==> config.mk <==
export PLATFORM = sky130hd
export DESIGN_NAME = serial_add_ctrl
export DESIGN_NICKNAME = d
export VERILOG_FILES = /design/src/rtl/serial_add_ctrl_pkg.sv /design/src/rtl/serial_add_ctrl_fulladder.sv /design/src/rtl/serial_add_ctrl.sv
export SDC_FILE = /design/constraint.sdc
export NUM_CORES = 1
export LEC_CHECK = 0
export CAP_MARGIN = 20
export CORE_MARGIN = 1
export CORE_UTILIZATION = 32
export CTS_CLUSTER_DIAMETER = 40
export DETAILED_ROUTE_END_ITERATION = 16
export PLACE_DENSITY_LB_ADDON = 0.05
export SLEW_MARGIN = 20
export SYNTH_ARGS = -nofsm -noshare
export SYNTH_HDL_FRONTEND = slang
export SYNTH_SLANG_ARGS = --single-unit
==> constraint.sdc <==
create_clock -name clk -period 1.5 [get_ports clk]
set_clock_uncertainty 0.2 [all_clocks]
set_input_delay 0.225 -clock clk [delete_from_list [all_inputs] [get_ports clk]]
set_output_delay 0.225 -clock clk [all_outputs]
set_load 0.02 [all_outputs]
==> src/rtl/serial_add_ctrl_pkg.sv <==
// Shared definitions for the serial adder sequencer.
// Contents:
//   state_e - sequencer state encoding (S_IDLE, S_ADD, S_FINISH)
package serial_add_ctrl_pkg;

    typedef enum logic [1:0] {
        S_IDLE   = 2'd0,
        S_ADD    = 2'd1,
        S_FINISH = 2'd2
    } state_e;

endpackage

==> src/rtl/serial_add_ctrl_fulladder.sv <==
// Single-bit full adder, time-shared by the sequencer across all bit positions.
// Ports:
//   a, b   - operand bits
//   c_in   - carry in
//   c_out  - carry out
//   sum    - sum bit
module serial_add_ctrl_fulladder (
    input  logic a,
    input  logic b,
    input  logic c_in,
    output logic c_out,
    output logic sum
);

    assign sum   = a ^ b ^ c_in;
    assign c_out = (a & b) | (c_in & (a ^ b));

endmodule

==> src/rtl/serial_add_ctrl.sv <==
// Bit-serial adder sequencer: one full adder walks the LSB-first bit positions of two
// WIDTH-bit operands, one bit every TICKS_PER_BIT clocks, so the ripple is visible on LEDs.
// Ports:
//   clk      - system clock
//   rst      - synchronous reset, active-high
//   start    - request pulse, accepted only when idle
//   a_in     - operand A, sampled on the accepted start
//   b_in     - operand B, sampled on the accepted start
//   sum      - last completed result (modulo 2^WIDTH)
//   cout     - carry out of the MSB for the last completed result
//   busy     - high while an add is in progress
//   done     - one-cycle pulse once sum/cout hold the new result
//   bit_idx  - bit position currently being added
module serial_add_ctrl
    import serial_add_ctrl_pkg::*;
#(
    parameter int unsigned WIDTH         = 2,
    parameter int unsigned TICKS_PER_BIT = 1
) (
    input  logic                       clk,
    input  logic                       rst,
    input  logic                       start,
    input  logic [WIDTH-1:0]           a_in,
    input  logic [WIDTH-1:0]           b_in,
    output logic [WIDTH-1:0]           sum,
    output logic                       cout,
    output logic                       busy,
    output logic                       done,
    output logic [$clog2(WIDTH+1)-1:0] bit_idx
);

    localparam int unsigned TickW = $clog2(TICKS_PER_BIT + 1);
    localparam int unsigned IdxW  = $clog2(WIDTH + 1);

    state_e state_q, state_d;

    logic [TickW-1:0] tick_q, tick_d;
    logic [IdxW-1:0]  idx_q, idx_d;
    logic             carry_q, carry_d;
    logic [WIDTH-1:0] a_sh_q, a_sh_d;
    logic [WIDTH-1:0] b_sh_q, b_sh_d;
    logic [WIDTH-1:0] sum_sh_q, sum_sh_d;
    logic [WIDTH-1:0] sum_q, sum_d;
    logic             cout_q, cout_d;
    logic             done_q, done_d;

    logic             step;
    logic             last_bit;
    logic             fa_sum;
    logic             fa_cout;
    logic [WIDTH:0]   sum_ins;

    serial_add_ctrl_fulladder u_fa (
        .a     (a_sh_q[0]),
        .b     (b_sh_q[0]),
        .c_in  (carry_q),
        .c_out (fa_cout),
        .sum   (fa_sum)
    );

    // A bit step happens on the last tick of each bit period.
    assign step     = (state_q == S_ADD) && (tick_q == TickW'(TICKS_PER_BIT - 1));
    assign last_bit = (idx_q == IdxW'(WIDTH - 1));
    // New sum bit enters at the MSB; upper WIDTH bits are the shifted result.
    assign sum_ins  = {fa_sum, sum_sh_q};

    // State register
    always_ff @(posedge clk) begin
        if (rst) begin
            state_q <= S_IDLE;
        end else begin
            state_q <= state_d;
        end
    end

    // Next-state logic
    always_comb begin
        state_d = state_q;
        unique case (state_q)
            S_IDLE:   if (start) state_d = S_ADD;
            S_ADD:    if (step && last_bit) state_d = S_FINISH;
            S_FINISH: state_d = S_IDLE;
            default:  state_d = S_IDLE;
        endcase
    end

    // Outputs
    always_comb begin
        busy    = (state_q == S_ADD);
        done    = done_q;
        sum     = sum_q;
        cout    = cout_q;
        bit_idx = idx_q;
    end

    // Datapath next-state
    always_comb begin
        tick_d   = tick_q;
        idx_d    = idx_q;
        carry_d  = carry_q;
        a_sh_d   = a_sh_q;
        b_sh_d   = b_sh_q;
        sum_sh_d = sum_sh_q;
        sum_d    = sum_q;
        cout_d   = cout_q;
        // done trails FINISH by one cycle so it lands after the state returns to idle
        done_d   = (state_q == S_FINISH);
        unique case (state_q)
            S_IDLE: begin
                if (start) begin
                    a_sh_d   = a_in;
                    b_sh_d   = b_in;
                    carry_d  = 1'b0;
                    tick_d   = '0;
                    idx_d    = '0;
                    sum_sh_d = '0;
                end
            end
            S_ADD: begin
                if (step) begin
                    sum_sh_d = sum_ins[WIDTH:1];
                    a_sh_d   = a_sh_q >> 1;
                    b_sh_d   = b_sh_q >> 1;
                    carry_d  = fa_cout;
                    tick_d   = '0;
                    idx_d    = idx_q + 1'b1;
                    if (last_bit) begin
                        sum_d  = sum_ins[WIDTH:1];
                        cout_d = fa_cout;
                    end
                end else begin
                    tick_d = tick_q + 1'b1;
                end
            end
            S_FINISH: idx_d = '0;
            default: ;
        endcase
    end

    // Datapath registers
    always_ff @(posedge clk) begin
        if (rst) begin
            tick_q   <= '0;
            idx_q    <= '0;
            carry_q  <= 1'b0;
            a_sh_q   <= '0;
            b_sh_q   <= '0;
            sum_sh_q <= '0;
            sum_q    <= '0;
            cout_q   <= 1'b0;
            done_q   <= 1'b0;
        end else begin
            tick_q   <= tick_d;
            idx_q    <= idx_d;
            carry_q  <= carry_d;
            a_sh_q   <= a_sh_d;
            b_sh_q   <= b_sh_d;
            sum_sh_q <= sum_sh_d;
            sum_q    <= sum_d;
            cout_q   <= cout_d;
            done_q   <= done_d;
        end
    end

endmodule
Word level (Yosys, flattened, before mapping)
Index checks and enable logic that the tools add are counted.
{"block": "word_totals", "register_bits": 16, "in_bits": 7, "output_inout_bits": 7, "word_cells": 53}
{"block": "classes", "addsub": 2, "eq_ne": 6, "n_mux": 19, "bitwise_logic": 6, "reduce_logical": 10}
{"operator": "2-to-1 mux 2 bit", "n": 9}
{"operator": "one-hot mux 2 bit (2 select lines)", "n": 4}
{"operator": "AND reduction 3 bit", "n": 3}
{"operator": "one-hot mux 2 bit (3 select lines)", "n": 1}
{"operator": "== test 2 x 1 -> 1 bit, second input constant", "n": 2}
{"operator": "inequality test 2 x 1 -> 1 bit, second input constant", "n": 2}
{"operator": "one-hot mux 1 bit (2 select lines)", "n": 2}
{"operator": "AND reduction 2 bit", "n": 2}
{"operator": "2-to-1 mux 1 bit", "n": 3}
{"operator": "nonzero test 3 bit", "n": 1}
{"operator": "adder 2 x 1 -> 2 bit, second input constant", "n": 1}
{"operator": "bitwise AND 1 bit", "n": 2}
{"operator": "== test 2 bit, second input constant", "n": 1}
{"operator": "logical AND 1 bit", "n": 2}
{"operator": "logical NOT 2 bit", "n": 1}
{"operator": "inequality test 2 bit, second input constant", "n": 1}
{"operator": "nonzero test 2 bit", "n": 1}
{"operator": "XOR 1 bit", "n": 2}
{"operator": "adder 1 bit, second input constant", "n": 1}
{"operator": "NOT 1 bit", "n": 1}
{"operator": "bitwise OR 1 bit", "n": 1}

Depth between registers and ports, before layout
Gate-level depths: netlist (run 1).
{"block": "depth", "ltp_word": 5, "ltp_mapped": 6, "ltp_nobuf": 5}

By module
From an unflattened synthesis (run 1), not the netlist that was laid out.
{"block": "unflattened", "cells_unflattened": 67, "hier_area_um2": 703.2}
{"mod": "serial_add_ctrl", "n_inst": 1, "cells_each": 66, "area_per_inst_um2": 683.2, "seq_area_each_um2": 300.3}
{"mod": "serial_add_ctrl_fulladder", "n_inst": 1, "cells_each": 1, "area_per_inst_um2": 20.0, "seq_area_each_um2": 0.0}

Worst setup path before layout (run 1)
OpenSTA, ideal clock, no wires.
{"block": "synth_path", "path_type": "reg2reg", "startpoint": "register idx_q[0] (netlist: bit_idx[0])", "endpoint": "register sum_q[1] (netlist: sum[1])", "setup_ns": 0.119, "t_arrival_ns": 1.171, "t_required_ns": 1.181, "slack_ns": 0.010, "stages_incl_launch_ff": 6, "path_buffers": 1, "period_less_slack_ns": 1.490, "path_cell_list": "dfxtp_1 > ha_1 > and4bb_1 > buf_6 > mux2i_1 > nor2_1"}
{"block": "synth_between", "elab_chain_cells": 2}
{"item": "from (decl)", "line_no": "serial_add_ctrl.sv:38", "source": "logic [IdxW-1:0] idx_q, idx_d;"}
{"item": "from (signal assigned)", "line_no": "serial_add_ctrl.sv:154", "source": "idx_q <= idx_d;"}
{"item": "== test 2 x 1 -> 1 bit", "line_no": "serial_add_ctrl.sv:63", "source": "assign last_bit = (idx_q == IdxW'(WIDTH - 1));"}
{"item": "AND reduction 3 bit (no line)"}
{"item": "to (signal assigned)", "line_no": "serial_add_ctrl.sv:159", "source": "sum_q <= sum_d;"}
{"item": "to (decl)", "line_no": "serial_add_ctrl.sv:43", "source": "logic [WIDTH-1:0] sum_q, sum_d;"}
No other way between the ends.
A chain may end at the register's enable or synchronous reset.

Final worst setup path (run 1)
{"block": "layout_path", "startpoint": "register idx_q[1] (netlist: bit_idx[1])", "endpoint": "output bit_idx[1]"}
{"item": "to (decl)", "line_no": "serial_add_ctrl.sv:29", "source": "output logic [$clog2(WIDTH+1)-1:0] bit_idx"}
No word-level cell between the ends.

==> metrics.cfg, run 1 <==
[sta]
final-setup-viol-count=0
layout_min_cycle_time_ns=1.44
max_freq_mhz=697
slew_violations=0
relSlewSlack_pct=77.2
rsz0062_at_grt=true
final_min_period_over_clock_period_pct=95.7
hold_viol=0
worst_slew_pin_slew_ns=0.337

[synth]
ys_types=25
synth_edf_count=0
avgSynthCellArea_um2=10.5
yosysSeqAreaShare_pct=42.7
synthCells=67
synthTopCellsByArea=dfxtp_1, nor2_1, nand2b_1, mux2i_1, buf_6
synthFlopType=dfxtp_1
async_flop_share_pct=0
synth.net_count=76
yosys.area.top_type=dfxtp_1
yosys_warnings=0
synth-seq-cells=15
netlist_area_um2=703
synth_top_cell_area_share_pct=42.7

[setup_path]
path_buf_inv=1
cp.arrival_ns=1.01
start_kind=flip-flop
crit_chain=dlygate4sd2_1
slowest_stage=dfxtp_1
worstPathMaxFanout=4
worst_ep_required_time_ns=1.07
crit_type=reg -> out
slowest_delay_ns=0.38
cp_top_family=flip-flops
endpoint_kind=primary output

[clock_network]
clk_latency_ns=0.28
cts_tree=built
cts_max_level=1
cts_post_setup_buffers_inserted=0
cts_root_buf=clkbuf_4
clockBufferDepth=2
cts_made_buffers=3
numClockSinks=15
worst_setup_hold_path_clk_slew_ns=0.09

[cells_and_area]
area_delta_synth_final_pct=35.4
final_core_util_pct=47.1
final_cells=118
design_area_um2=952
drive_above_1_share_pct=26.4
diodes=0
fillers=203
finalNetCount=101

[routing]
first_pass_iters=4
wl_per_cell_um=11.8
drc=0
wirelength_um=1390
vias_per_cell=4.72
final_antenna_net_count=0
drtIter0Drc=9
via_count=557

[global_routing]
grt_max_degree=13
antenna_found_initial=0
grt_usage_pct=12.7
grt_pass1_vias=504
grt-busiest-layer=met2
grt_pass1_wl_um=2260
overflow=0
use_met3_pct=2.80
grtUsageMet2_pct=19.4
met1_usage_pct=15.6

[placement]
place_congestion=0.711
dpl.cell_count=114
dp_hpwl_um=1000
postPlaceCellArea_um2=921
port_buffers=13

[pwr]
p_switching_mw=0.216
ir_worst_vdd_v=0.000520
power.sequential.fraction_pct=52.3
power_density_nw_per_um2=858
sw_frac_of_total_pct=26.4
totalPowerFinal_mw=0.817
pwr-share-comb_pct=19.4
pwr-share-clk_pct=28.3
p_leak_nw=0.395
intPower_mw=0.601

[status]
status=finished, final reports clean

[floorplan]
dieArea_um2=2390
io_pins=14
start_util_pct=34.8
die_x_um=48.9
die_y_um=48.9
num_rows=16
core_um2=2020

[job]
maxCapViolations=0

[min_path]
hold_path.class=reg -> reg

-- final timing paths --
kind | startpoint | to | slack, ns | cells past startpoint
max | bit_idx[1] | bit_idx[1] | 0.06 | 1
min reg2reg | b_sh_q[1] | b_sh_q[1] | 0.29 | 2
min | b_sh_q[1] | b_sh_q[1] | 0.29 | 2
max reg2reg | state_q[1] | bit_idx[1] | 0.06 | 5
-- cell usage in the layout (no fill, tap or decap) --
master	synthesis	routed
o21ba_4	1	1
a21oi_1	2	2
mux2i_1	3	3
nor2b_4	1	1
nor3b_1	2	2
nor4b_1	2	2
nor3b_2	1	1
nor2_1	9	9
a221oi_2	0	2
inv_1	3	3
nor2b_1	3	3
buf_2	2	1
and4bb_4	0	1
dfxtp_1	15	15
nor4_4	1	1
clkinv_2	0	1
clkdlybuf4s50_1	0	6
nand3b_1	2	2
fa_1	1	1
ha_1	1	1
dlygate4sd2_1	0	6
nand2b_1	5	5
o21a_1	1	1
clkbuf_4	0	3
o21ai_0	2	2
buf_4	0	12
o32ai_1	2	2
o221a_1	2	2
-- cell usage after synthesis, types with 3 or more instances --
master,instances
dfxtp_1,15
inv_1,3
mux2i_1,3
nand2b_1,5
nor2_1,9
nor2b_1,3
-- state kept, by name, summed over array words and instances (netlist names) --
register / count
tick_q: 1
done: 1
state_q: 2
sum: 2
bit_idx: 2
b_sh_q: 2
cout: 1
carry_q: 1
a_sh_q: 2
sum_sh_q: 1
-- power by group through the flow --
stage                     Combinational (mW)  Clock, mW  Sequential (mW)
after floorplan                       0.0905          0            0.440
after global placement                 0.158          0            0.437
after detailed placement               0.159          0            0.437
after CTS                              0.154      0.244            0.428
after global routing                   0.173      0.262            0.430
final                                  0.158      0.231            0.427
-- cells by family after synthesis --
| kind of cell | after synthesis | share of synthesized area (%) |
|---|---|---|
| simple gates | 27 | 27.2 |
| flops | 15 | 42.7 |
| compound gates | 12 | 14.4 |
| buf+inv | 8 | 6.76 |
| mux | 3 | 4.27 |
| fa+ha+maj | 2 | 4.63 |
-- routing by layer --
layer,up-vias,wire [µm]
met2,13,624
met5,-,0
met3,4,54
met1,254,670
li1,286,-
met4,0,38
-- final cells by class --
cell class	count	area, µm²	share of cell area [%]
multi-input combinational	44	372	39.0
sequential	15	300	31.5
timing repair buffer	25	208	21.8
tap	27	33.8	3.55
clock buffer	3	22.5	2.37
inverter	3	11.3	1.18
clock inverter	1	5.00	0.526
-- stage by stage --
step,hold slack [ns],setup slack [ns],TNS (ns)
global placement,0.275,-0.0903,-0.333
global route,0.307,-0.0140,-0.0166
CTS,0.294,0.0131,0
floorplan,0.191,0.0102,0
finish,0.288,0.0650,0
detailed placement,0.280,-0.0949,-0.343
-- repair_timing --
item                                    in CTS  in global routing
hold endpoints to repair                     0                  0
hold buffers                                 0                  0
endpoints found under the setup margin       9                  4
pin swaps                                    0                  2
gates resized for setup                     11                  3
(Power assumes the default switching activity.)
==> inputs of run 2 (changes only) <==
==> constraint.sdc (replaced) <==
create_clock -name clk -period 1.8 [get_ports clk]
set_clock_uncertainty 0.2 [all_clocks]
set_input_delay 0.27 -clock clk [delete_from_list [all_inputs] [get_ports clk]]
set_output_delay 0.27 -clock clk [all_outputs]
set_load 0.02 [all_outputs]
==> run 2 against run 1 <==
Via count shrank 6.1%. Register-to-register slack better by 0.18 ns. Die area unchanged. Combinational power decreased by 28%. Sequential power is 16% lower. Hold slack improved by 0.00074 ns. Non-clock buffer count shrank 8. Critical path depth is the same. First-iteration DRC count is 56% lower. Critical endpoint is now cout. Largest power group unchanged. Worst setup slack gained 0.046 ns. Count of clock-buffer cells in the layout is 1 higher. Flip-flop and latch count stayed put.
==> metrics.cfg, run 2 (same netlist as run 1, synthesis figures left out) <==
[sta]
layout_min_cycle_time_ns=1.69
worst_slew_pin_slew_ns=0.328
rsz0062_at_grt=false
slew_violations=0
final_min_period_over_clock_period_pct=93.8
fin_setup_tns_ns=0
final-setup-viol-count=0
relSlewSlack_pct=78.2
hold_viol=0
max_freq_mhz=592
finalHoldWorstSlack_ns=0.288

[cells_and_area]
register_area_um2=300
layout_common_cells=dfxtp_1, clkdlybuf4s50_1, nor2_1
multiInputGateArea_um2=355
area_delta_synth_final_pct=26.7
finalNetCount=93
fillers=209
diodes=0
drive_above_1_share_pct=13.3
final_common_cell=dfxtp_1

[pwr]
pwr-share-comb_pct=17.2
power.sequential.fraction_pct=54.0
ir_worst_vdd_v=0.000287
sw_frac_of_total_pct=25.3
p_switching_mw=0.167
power_density_nw_per_um2=741
totalPowerFinal_mw=0.660
intPower_mw=0.493
pwr-share-clk_pct=28.7
p_leak_nw=0.356

[routing]
wl_per_cell_um=11.4
wirelength_um=1260
drtIter0Drc=4
first_pass_iters=4
drc=0
via_count=523
final_antenna_net_count=0
vias_per_cell=4.75

[floorplan]
die_x_um=48.9
core_um2=2020
dieArea_um2=2390
die_y_um=48.9
io_pins=14
start_util_pct=34.8
num_rows=16

[setup_path]
ff2ff_path_depth=4
slowest_delay_ns=0.60
crit_chain=clkdlybuf4s50_1
path_depth=1
crit_type=reg -> out
worst_ep_required_time_ns=1.33
start_kind=flip-flop
worstPathMaxFanout=2
path_buf_inv=1
endpoint_kind=primary output
cp_top_family=buffers and inverters
slowest_stage=clkdlybuf4s50_1
cp.arrival_ns=1.22

[placement]
place_congestion=0.691
port_buffers=13
dp_hpwl_um=861

[status]
status=finished, final reports clean

[clock_network]
ctsHoldBuffers=0
cts_max_level=1
worst_setup_hold_path_clk_slew_ns=0.09
clockBufferDepth=2
clk_latency_ns=0.27
cts_made_buffers=3
numClockSinks=15
cts_post_setup_buffers_inserted=0
cts_tree=built
cts_root_buf=clkbuf_4

[min_path]
holdPathStages=2
hold_path.class=reg -> reg

[global_routing]
overflow=0
grt_usage_pct=12.3
grt_pass1_vias=511
antenna_found_initial=0
grt_max_degree=20
grt_pass1_wl_um=2210

[job]
maxCapViolations=0

[run 2: cell types whose count changed in the layout (fill, tap and decap cells not counted), sizes merged]
| cell | delta |
|---|---|
| clkdlybuf4s50 | +4 |
| buf | -9 |
| clkbuf | +1 |
| clkinv | -1 |
| dlymetal6s2s | +2 |
| dlygate4sd2 | -5 |
[run 2: tightest hold or removal path: cells and delay by family, from the launching register on]
kind / cells / cell delay [ns]
buffers and inverters: 1 / 0.06
flip-flops: 1 / 0.30
AO/OA/AOI/OAI: 1 / 0.08
[run 2: final timing paths]
kind	start	end	slack (ns)
max	cout	cout	0.11
min	a_sh_q[1]	a_sh_q[1]	0.29
max reg2reg	state_q[1]	sum[1]	0.24
min reg2reg	a_sh_q[1]	a_sh_q[1]	0.29
[run 2: timing repair]
item | 4_1_cts | 5_1_grt
endpoints found under the setup margin | 1 | 2
gates resized for setup | 1 | 2
hold endpoints to repair | 0 | 0
[run 2: area by class of cell]
cell class	instances	area share [%]
clock buffers	4	2.95
flip-flops and latches	15	33.7
inverters	3	1.26
well taps	27	3.79
repair buffers	17	18.4
multi-input cells	44	39.9
[run 2: through the flow]
step	area (µm²)	setup slack, ns	instances	util (%)
after CTS	886	0.0143	110	43.8
final	891	0.111	110	44.1
after global routing	891	0.0329	110	44.1
after detailed placement	861	0.119	106	42.6
after floorplan	703	0.310	67	-
after global placement	861	0.117	106	42.6
[run 2: power by group through the flow]
stage	Sequential [mW]	Clock [mW]	Combinational, mW
5_1_grt	0.359	0.229	0.124
2_1_floorplan	0.367	0	0.0754
4_1_cts	0.357	0.202	0.115
6_report	0.357	0.190	0.114
3_5_place_dp	0.364	0	0.116
3_3_place_gp	0.365	0	0.117
[run 2: routing by layer]
layer  vias to the layer above  share of wire (%)  global-route usage [%]
met5                         -                  0                       0
li1                        270                  -                       -
met4                         0                1.1                    8.82
met2                         9                 44                    18.8
met3                         2                3.8                    3.12
met1                       242                 51                    15.0
